File: src/rtl/pipeline_stall_controller.sv
// Hazard and stall sequencer for a 5-stage MIPS pipeline: load-use bubbles,
// ID-stage redirects, data-memory waits with timeout halt, and saturating counters.
module pipeline_stall_controller #(
  parameter int CNT_W   = 16,
  parameter int TIMEOUT = 8
) (
  input  logic             clk,
  input  logic             reset,
  input  logic             ID_EX_MemRead,
  input  logic [4:0]       ID_EX_Rt,
  input  logic [4:0]       IF_ID_Rs,
  input  logic [4:0]       IF_ID_Rt,
  input  logic             branch_taken,
  input  logic             jump,
  input  logic             mem_req,
  input  logic             mem_ready,
  output logic             PC_en,
  output logic             IF_ID_en,
  output logic             ID_EX_en,
  output logic             EX_MEM_en,
  output logic             IF_ID_flush,
  output logic             ID_EX_flush,
  output logic             MEM_WB_bubble,
  output logic             halted,
  output logic [CNT_W-1:0] stall_cycles,
  output logic [CNT_W-1:0] flush_count
);

  typedef enum logic [1:0] {RUN, MEM_WAIT, HALT} state_t;

  // wait_cnt already counts the current stalled cycle, so the last legal value is TIMEOUT-1.
  localparam logic [7:0] LAST_WAIT = 8'(TIMEOUT - 1);

  state_t     state;
  logic [7:0] wait_cnt;
  logic       load_use;
  logic       mem_stall;
  logic       redirect;

  assign load_use  = ID_EX_MemRead && (ID_EX_Rt != 5'd0) &&
                     ((ID_EX_Rt == IF_ID_Rs) || (ID_EX_Rt == IF_ID_Rt));
  assign mem_stall = mem_req && !mem_ready;
  assign redirect  = branch_taken || jump;

  always_comb begin
    // NOTE: every output gets a default first so no path leaves one unassigned (no latches).
    PC_en         = 1'b1;
    IF_ID_en      = 1'b1;
    ID_EX_en      = 1'b1;
    EX_MEM_en     = 1'b1;
    IF_ID_flush   = 1'b0;
    ID_EX_flush   = 1'b0;
    MEM_WB_bubble = 1'b0;
    halted        = 1'b0;
    if (state == HALT) begin
      PC_en         = 1'b0;
      IF_ID_en      = 1'b0;
      ID_EX_en      = 1'b0;
      EX_MEM_en     = 1'b0;
      MEM_WB_bubble = 1'b1;
      halted        = 1'b1;
    end else if (mem_stall) begin
      PC_en         = 1'b0;
      IF_ID_en      = 1'b0;
      ID_EX_en      = 1'b0;
      EX_MEM_en     = 1'b0;
      MEM_WB_bubble = 1'b1;
    end else if (load_use) begin
      // A redirect is dropped here: the branch compared stale operands.
      PC_en       = 1'b0;
      IF_ID_en    = 1'b0;
      ID_EX_flush = 1'b1;
    end else if (redirect) begin
      IF_ID_flush = 1'b1;
    end
  end

  // State moves on the falling edge, in step with the pipeline registers.
  always_ff @(negedge clk or negedge reset) begin
    if (!reset) begin
      state        <= RUN;
      wait_cnt     <= 8'd0;
      stall_cycles <= '0;
      flush_count  <= '0;
    end else begin
      // NOTE: sequential state uses non-blocking assignments so all registers update together.
      if (!PC_en && (stall_cycles != '1))
        stall_cycles <= stall_cycles + CNT_W'(1);
      if ((IF_ID_flush || ID_EX_flush) && (flush_count != '1))
        flush_count <= flush_count + CNT_W'(1);

      case (state)
        RUN: begin
          if (mem_stall) begin
            state    <= MEM_WAIT;
            wait_cnt <= 8'd1;
          end
        end
        MEM_WAIT: begin
          if (mem_stall) begin
            if (wait_cnt == LAST_WAIT) state <= HALT;
            else                       wait_cnt <= wait_cnt + 8'd1;
          end else begin
            // Covers both a normal release and a dropped request (tolerated protocol error).
            state    <= RUN;
            wait_cnt <= 8'd0;
          end
        end
        HALT:    ;
        default: state <= RUN;
      endcase
    end
  end

endmodule

File: config.mk
export PLATFORM = sky130hd
export DESIGN_NAME = pipeline_stall_controller
export DESIGN_NICKNAME = d
export VERILOG_FILES = /design/src/rtl/pipeline_stall_controller.sv
export SDC_FILE = /design/constraint.sdc
export NUM_CORES = 1
export LEC_CHECK = 0
export ABC_AREA = 1
export CORE_MARGIN = 2
export CORE_UTILIZATION = 30
export CTS_CLUSTER_SIZE = 25
export DETAILED_ROUTE_END_ITERATION = 7
export PLACE_DENSITY = 0.56
export SYNTH_ARGS = -nofsm -noshare
export SYNTH_HDL_FRONTEND = slang
export SYNTH_SLANG_ARGS = --single-unit
File: constraint.sdc
create_clock -name clk -period 2.18 [get_ports clk]
set_input_delay 0.545 -clock clk [delete_from_list [all_inputs] [get_ports clk]]
set_output_delay 0.545 -clock clk [all_outputs]
set_load 0.02 [all_outputs]
After elaboration in Yosys (flattened, before gate mapping)

Index checks and enable logic that the tools add are counted.

Add/sub/neg operators: 3
Eq/ne operators: 10
Multiplexer cells: 23
Bitwise gates (word level): 1
Reduce and logical (&&, ||, !) cells: 15

Operators by type and width:

| cell                                                 | number |
|---|---|
| adder 16 x 1 -> 16 bit (second input constant)       | 2 |
| inequality test 16 bit (second input constant)       | 2 |
| two-way mux 8 bit                                    | 3 |
| one-hot mux 8 bit (2 select lines)                   | 1 |
| two-way mux 1 bit                                    | 15 |
| equality test 5 bit                                  | 2 |
| adder 8 x 1 -> 8 bit (second input constant)         | 1 |
| equality test 8 x 3 -> 1 bit (second input constant) | 1 |
| two-way mux 2 bit                                    | 3 |
| inequality test 3 bit (second input constant)        | 2 |
| one-hot mux 2 bit (3 select lines)                   | 1 |
| AND reduction 3 bit                                  | 2 |
| logical AND 1 bit                                    | 5 |
| nonzero test 5 bit                                   | 1 |
| logical OR 1 bit                                     | 3 |
| equality test 2 x 1 -> 1 bit (second input constant) | 1 |
| equality test 2 bit (second input constant)          | 1 |
| logical NOT 1 bit                                    | 2 |
| logical NOT 2 bit                                    | 1 |
| inequality test 2 bit (second input constant)        | 1 |
| nonzero test 2 bit                                   | 1 |
| NOT 1 bit                                            | 1 |

Flip-flop bits (word level): 42
Bits of input ports: 22
Output and inout port bits: 40
Word-level logic and storage cells: 56

Longest topological paths before layout

Gate-level depths: netlist of the first run.

Word-level depth: 8
Mapped depth: 13
Gate-level depth less buffers: 12

==> results of run 1 <==
## power by group through the flow
stage / Clock [mW] / Sequential [mW] / Combinational, mW
2_1_floorplan: 0 / 0.799 / 0.0364
3_3_place_gp: 0 / 0.799 / 0.114
3_5_place_dp: 0 / 0.798 / 0.115
4_1_cts: 0.548 / 0.784 / 0.119
5_1_grt: 0.579 / 0.784 / 0.137
6_report: 0.523 / 0.784 / 0.122
## cell type report
type                    count  share of cell area [%]
clock buffers               7                    1.87
clock inverters             1                   0.108
inverters                  47                    4.77
multi-input cells         282                    37.0
flip-flops and latches     42                    22.8
well taps                 108                    2.93
repair buffers            152                    30.3
repair inverters            1                   0.244
## metal layers
metal  global-route usage [%]  wire [um]  vias to the layer above
li1                         -          -                     1497
met1                     19.3       3170                     1352
met2                     27.3       3930                       48
met3                     2.27        192                        6
met4                     4.53         97                        0
met5                        0          0                        -
## sequential cells by signal, indices dropped and copies added (netlist names)
register	cells
flush_count	16
stall_cycles	16
wait_cnt	8
state	2
## synthesized netlist by cell type
cell	count	area [um2]
nor3_1	8	40.0
nor2_2	1	6.26
ha_1	3	37.5
xor2_1	14	123
buf_2	2	10.0
nand2_1	131	492
xnor2_1	14	123
a21oi_1	1	5.00
nor3_2	2	20.0
inv_1	45	169
nor2_1	32	120
nand4_1	7	43.8
buf_4	4	30.0
nand3_2	2	20.0
nor4_1	3	18.8
nand2_4	1	11.3
o21ai_0	19	95.1
nand2_2	2	12.5
nand3_1	35	175
inv_2	2	7.51
nor2_4	1	11.3
a21oi_4	1	16.3
dfrtn_1	42	1050
nand3b_1	1	7.51
or2_2	1	6.26
a22oi_1	1	7.51
o32ai_1	1	8.76
buf_6	1	11.3
## critical path, stage by stage, from the launching register on
cell     delay [ns]
dfrtn_1        0.46
nor2_4         0.06
inv_2          0.07
nand2_4        0.06
inv_6          0.05
nand2_4        0.04
buf_6          0.12
nor2_4         0.07
buf_6          0.12
## per-stage QoR
stage	instances	power, mW	utilization [%]	setup TNS, ns	worst slack [ns]
after global placement	596	0.912	44.6	-71.01	-1.32
final	640	1.43	53.2	-37.79	-0.798
after detailed placement	596	0.913	44.6	-71.62	-1.35
after floorplan	377	0.835	-	-22.56	-0.627
after global routing	640	1.50	53.2	-42.72	-0.861
after CTS	630	1.45	49.5	-35.62	-0.813
## logic make-up after synthesis
kind of cell               Yosys count  synth area share (%)
AOI/OAI and AO/OA                   23                  4.95
xor gates and xnor gates            28                  9.15
adders and majority gates            3                  1.40
buffers and inverters               54                  8.50
DFF                                 42                  39.2
and+or+nand+nor                    227                  36.8
## how the worst min path moves through the flow
stage | start | to | slack, ns
3_3_place_gp | wait_cnt[1] | wait_cnt[1] | 0.47
5_1_grt | wait_cnt[1] | wait_cnt[1] | 0.50
2_1_floorplan | state[0] | state[0] | 0.44
3_5_place_dp | wait_cnt[7] | wait_cnt[7] | 0.49
4_1_cts | wait_cnt[0] | wait_cnt[0] | 0.50
6_report | wait_cnt[1] | wait_cnt[1] | 0.48
## repair_timing
item / in CTS / in global routing
buffers inserted: 26 / 12
cloned: 2 / 0
endpoints found under the setup margin: 82 / 81
pin swaps: 33 / 13
resized for setup: 359 / 74
==> flow_summary.toml, run 1 <==
[clocking]
clock_latency_ns = 0.29
cts_tree = "done"
clockRootBuffer = "clkbuf_8"
cts-htree-levels = 2
clockBufferDepth = 2
clkTransAtPathRegs_ns = 0.06
cts_hold_buf = 0
cts_buffers = 5
cts_sinks = 42

[final_layout]
drive_gt1_share_pct = 45.9
area.sequential_um2 = 1050
multiInputGateArea_um2 = 1710
n_antenna_cell = 0
fillers = 854
nets = 556
final_cell_mix = "91 x nand2_1, 74 x buf_4, 59 x buf_6, 42 x dfrtn_1, 35 x inv_1"
syn2layout_area_growth_pct = 72.2
layout_commonest_cell = "nand2_1"
final_cell_area_um2 = 4610

[sta]
rsz0062_at_grt = "true"
maxSlewViolCount = 0
worst_pin_slew_ns = 0.485
fin_worst_skew_ns = 0.00590
hold_ws_ns = 0.483
setup_slack_ns = -0.798
finalHoldViolCount = 0
setup-violations-final = 80
max_slew_margin_pct = 67.4

[floorplan]
initial_utilization_pct = 30.9
coreArea_um2 = 8680
io_pins = 62
die_w_um = 98.5
die_h_um = 98.5
dieArea_um2 = 9700
fp-row-count = 34

[power_and_ir_drop]
clkPwrFrac_pct = 36.6
p_switching_uw = 330
power.leakage_nw = 2.37
swShare_pct = 23.1
p_comb_share_pct = 8.6
power_density_nw_per_um2 = 310
internal_power_mw = 1.10
p_seq_share_pct = 54.9
vdd_drop_max_v = 0.000216

[global_routing]
grt_pass1_wl_mm = 12.5
antenna_found_initial = 0
gr-usage-all-layers_pct = 15.3
grt_pass1_vias = 2852
grt_overflow = 0
grt_max_degree = 43

[worst_setup_path]
crit-reg2reg-capture = "flush_count[11]"
path_class = "reg2out"
critPathLaunch = "state[0]"
worst-path-max-fanout = 2
critPathArrivalTime_ns = 2.43
worst-endpoint-required_ns = 1.63
rr_startpoint = "flush_count[0]"
reg2regPathDepth = 9
crit_path_end_kind = "primary output"
worst_setup_path_start_kind = "flip-flop"
crit_end = "IF_ID_flush"
rrSetupSlack_ns = 0.07

[route]
wl_per_cell_um = 11.5
vias = 2903
initialDrtViolationCount = 82
vias_per_cell = 4.54
drc_errors = 0
drt-total-wl_mm = 7.39
ant_nets = 0
first_pass_iters = 4

[place]
hpwl_mm = 5.33
place_congestion = 0.957
io_buffers = 61
dpl-instance-area_um2 = 3870

[worst_hold_path]
hold_depth = 2
hold_path_class = "reg2reg"

[job]
cap_violations = 0

[yosys]
synthCells = 377
yosysUniqueCellTypes = 28
ys_seq_area_share_pct = 39.2
yosysWarningCount = 0
syn_nets = 402
avgSynthCellArea_um2 = 7.11
netlist_area_um2 = 2680
ys_ff_latch = 42

[run_status]
failed_checks = "setup timing"
status = "finished with violations"
No activity file was read; power rests on OpenSTA's default activity.
==> run 2, diff against run 1 <==
--- a/config.mk
+++ b/config.mk
@@ -8,6 +8,7 @@
 export ABC_AREA = 1
 export CORE_MARGIN = 2
 export CORE_UTILIZATION = 30
+export CTS_BUF_LIST = sky130_fd_sc_hd__clkbuf_8
 export CTS_CLUSTER_SIZE = 25
 export DETAILED_ROUTE_END_ITERATION = 7
 export PLACE_DENSITY = 0.56
==> flow_summary.toml, run 2 (synthesis results as in run 1) <==
[worst_setup_path]
crit-reg2reg-capture = "flush_count[11]"
worst-path-max-fanout = 2
critPathLaunch = "state[0]"
crit_path_end_kind = "primary output"
rrSetupSlack_ns = 0.07
crit_end = "IF_ID_flush"
cp_cell_sequence = "nor2_4 > inv_2 > nand2_4 > inv_6 > nand2_4 > buf_6 > nor2_4 > buf_6"
cp.depth = 8
worst-endpoint-required_ns = 1.63
slowest_stage = "dfrtn_1"
crit_family = "flip-flops"
critPathArrivalTime_ns = 2.43
reg2regPathDepth = 9
rr_startpoint = "flush_count[0]"
path_class = "reg2out"
crit_buf_inv = 4
worst_setup_path_start_kind = "flip-flop"
crit_path_max_incr_delay_ns = 0.46

[route]
vias = 2903
wl_per_cell_um = 11.5
drt-total-wl_mm = 7.39
ant_nets = 0
initialDrtViolationCount = 81
vias_per_cell = 4.54
drc_errors = 0
first_pass_iters = 4

[final_layout]
n_antenna_cell = 0
syn2layout_area_growth_pct = 72.2
drive_gt1_share_pct = 45.9
largestRegisters = "flush_count (16), stall_cycles (16), wait_cnt (8)"
nets = 556
layout_commonest_cell = "nand2_1"
final_cell_mix = "91 x nand2_1, 74 x buf_4, 59 x buf_6, 42 x dfrtn_1, 36 x inv_1"

[floorplan]
initial_utilization_pct = 30.9
die_w_um = 98.5
die_h_um = 98.5
fp-row-count = 34
io_pins = 62
dieArea_um2 = 9700
coreArea_um2 = 8680

[sta]
worst_pin_slew_ns = 0.485
rsz0062_at_grt = "true"
max_slew_margin_pct = 67.4
fin_worst_skew_ns = 0.00591
finalHoldViolCount = 0
hold_ws_ns = 0.483
maxSlewViolCount = 0
setup_slack_ns = -0.798
setup-violations-final = 80

[clocking]
clockRootBuffer = "clkbuf_8"
clockBufferDepth = 2
cts_buffers = 5
cts_tree = "done"
clkTransAtPathRegs_ns = 0.06
clock_latency_ns = 0.29
cts_sinks = 42
cts_hold_buf = 0
cts-htree-levels = 2

[power_and_ir_drop]
p_switching_uw = 330
vdd_drop_max_v = 0.000216
clkPwrFrac_pct = 36.4
swShare_pct = 23.2
power.leakage_nw = 2.38
report.power.total_mw = 1.42
p_seq_share_pct = 55.0
internal_power_mw = 1.09
p_comb_share_pct = 8.6
power_density_nw_per_um2 = 309

[global_routing]
gr-usage-all-layers_pct = 15.3
grt_overflow = 0
grt_max_degree = 43
antenna_found_initial = 0
grt_pass1_vias = 2852
grt_pass1_wl_mm = 12.5

[place]
place_congestion = 0.957
hpwl_mm = 5.33
io_buffers = 61

[run_status]
status = "finished with violations"
failed_checks = "setup timing"

[job]
cap_violations = 0

[worst_hold_path]
hold_path_class = "reg2reg"
run 2: area by class of cell:
cell class,count,area [um2]
Timing Repair inverter,1,11.3
Sequential cell,42,1050
Fill cell,854,4070
Tap cell,108,135
Clock buffer,6,82.6
Clock inverter,2,8.76
Multi-Input combinational cell,282,1710
Inverter,47,220
Timing Repair Buffer,152,1400
run 2: worst min-delay path, stage by stage (launching register included):
cell and delay, ns:
dfrtn_1 0.44, nand2_1 0.08, o21ai_2 0.05
run 2: how the worst min path moves through the flow:
stage	start	endpoint	slack [ns]	depth (start not counted)
after floorplan	state[0]	state[0]	0.44	1
after global placement	wait_cnt[1]	wait_cnt[1]	0.47	2
after detailed placement	wait_cnt[7]	wait_cnt[7]	0.49	2
after CTS	wait_cnt[0]	wait_cnt[0]	0.50	2
after global routing	wait_cnt[1]	wait_cnt[1]	0.50	2
final	wait_cnt[1]	wait_cnt[1]	0.48	2
run 2: per-stage QoR:
stage	std cells	area [um2]	util, %	TNS [ns]	worst slack, ns
after floorplan	377	2750	-	-22.56	-0.627
after global routing	640	4610	53.2	-42.72	-0.861
final	640	4610	53.2	-37.79	-0.798
after detailed placement	596	3870	44.6	-71.62	-1.35
after global placement	596	3870	44.6	-71.01	-1.32
after CTS	630	4300	49.5	-35.62	-0.813
run 2: power by group through the flow:
| stage | combinational (mW) | clock (mW) | sequential, mW |
|---|---|---|---|
| detailed placement | 0.115 | 0 | 0.798 |
| global route | 0.137 | 0.575 | 0.784 |
| CTS | 0.119 | 0.544 | 0.784 |
| floorplan | 0.0364 | 0 | 0.799 |
| global placement | 0.114 | 0 | 0.799 |
| finish | 0.122 | 0.519 | 0.784 |
run 2: routing by layer:
metal,wire length (um),vias up,part of all wire (%),track usage [%]
li1,-,1497,-,-
met1,3170,1352,43,19.3
met2,3920,48,53,27.3
met3,192,6,2.6,2.27
met4,97,0,1.3,4.53
met5,0,-,0,0
run 2: what timing repair did:
item / in CTS / in global routing
buffers inserted: 26 / 12
cloned: 2 / 0
pin swaps: 33 / 13
setup endpoints to repair: 82 / 81
resized for setup: 359 / 74
==> run 3, diff against run 2 <==
--- a/config.mk
+++ b/config.mk
@@ -9,7 +9,6 @@
 export CORE_MARGIN = 2
 export CORE_UTILIZATION = 30
 export CTS_BUF_LIST = sky130_fd_sc_hd__clkbuf_8
-export CTS_CLUSTER_SIZE = 25
 export DETAILED_ROUTE_END_ITERATION = 7
 export PLACE_DENSITY = 0.56
 export SYNTH_ARGS = -nofsm -noshare
==> results of run 3 <==
The final DEF is identical to that of run 2; final timing and power are the same.
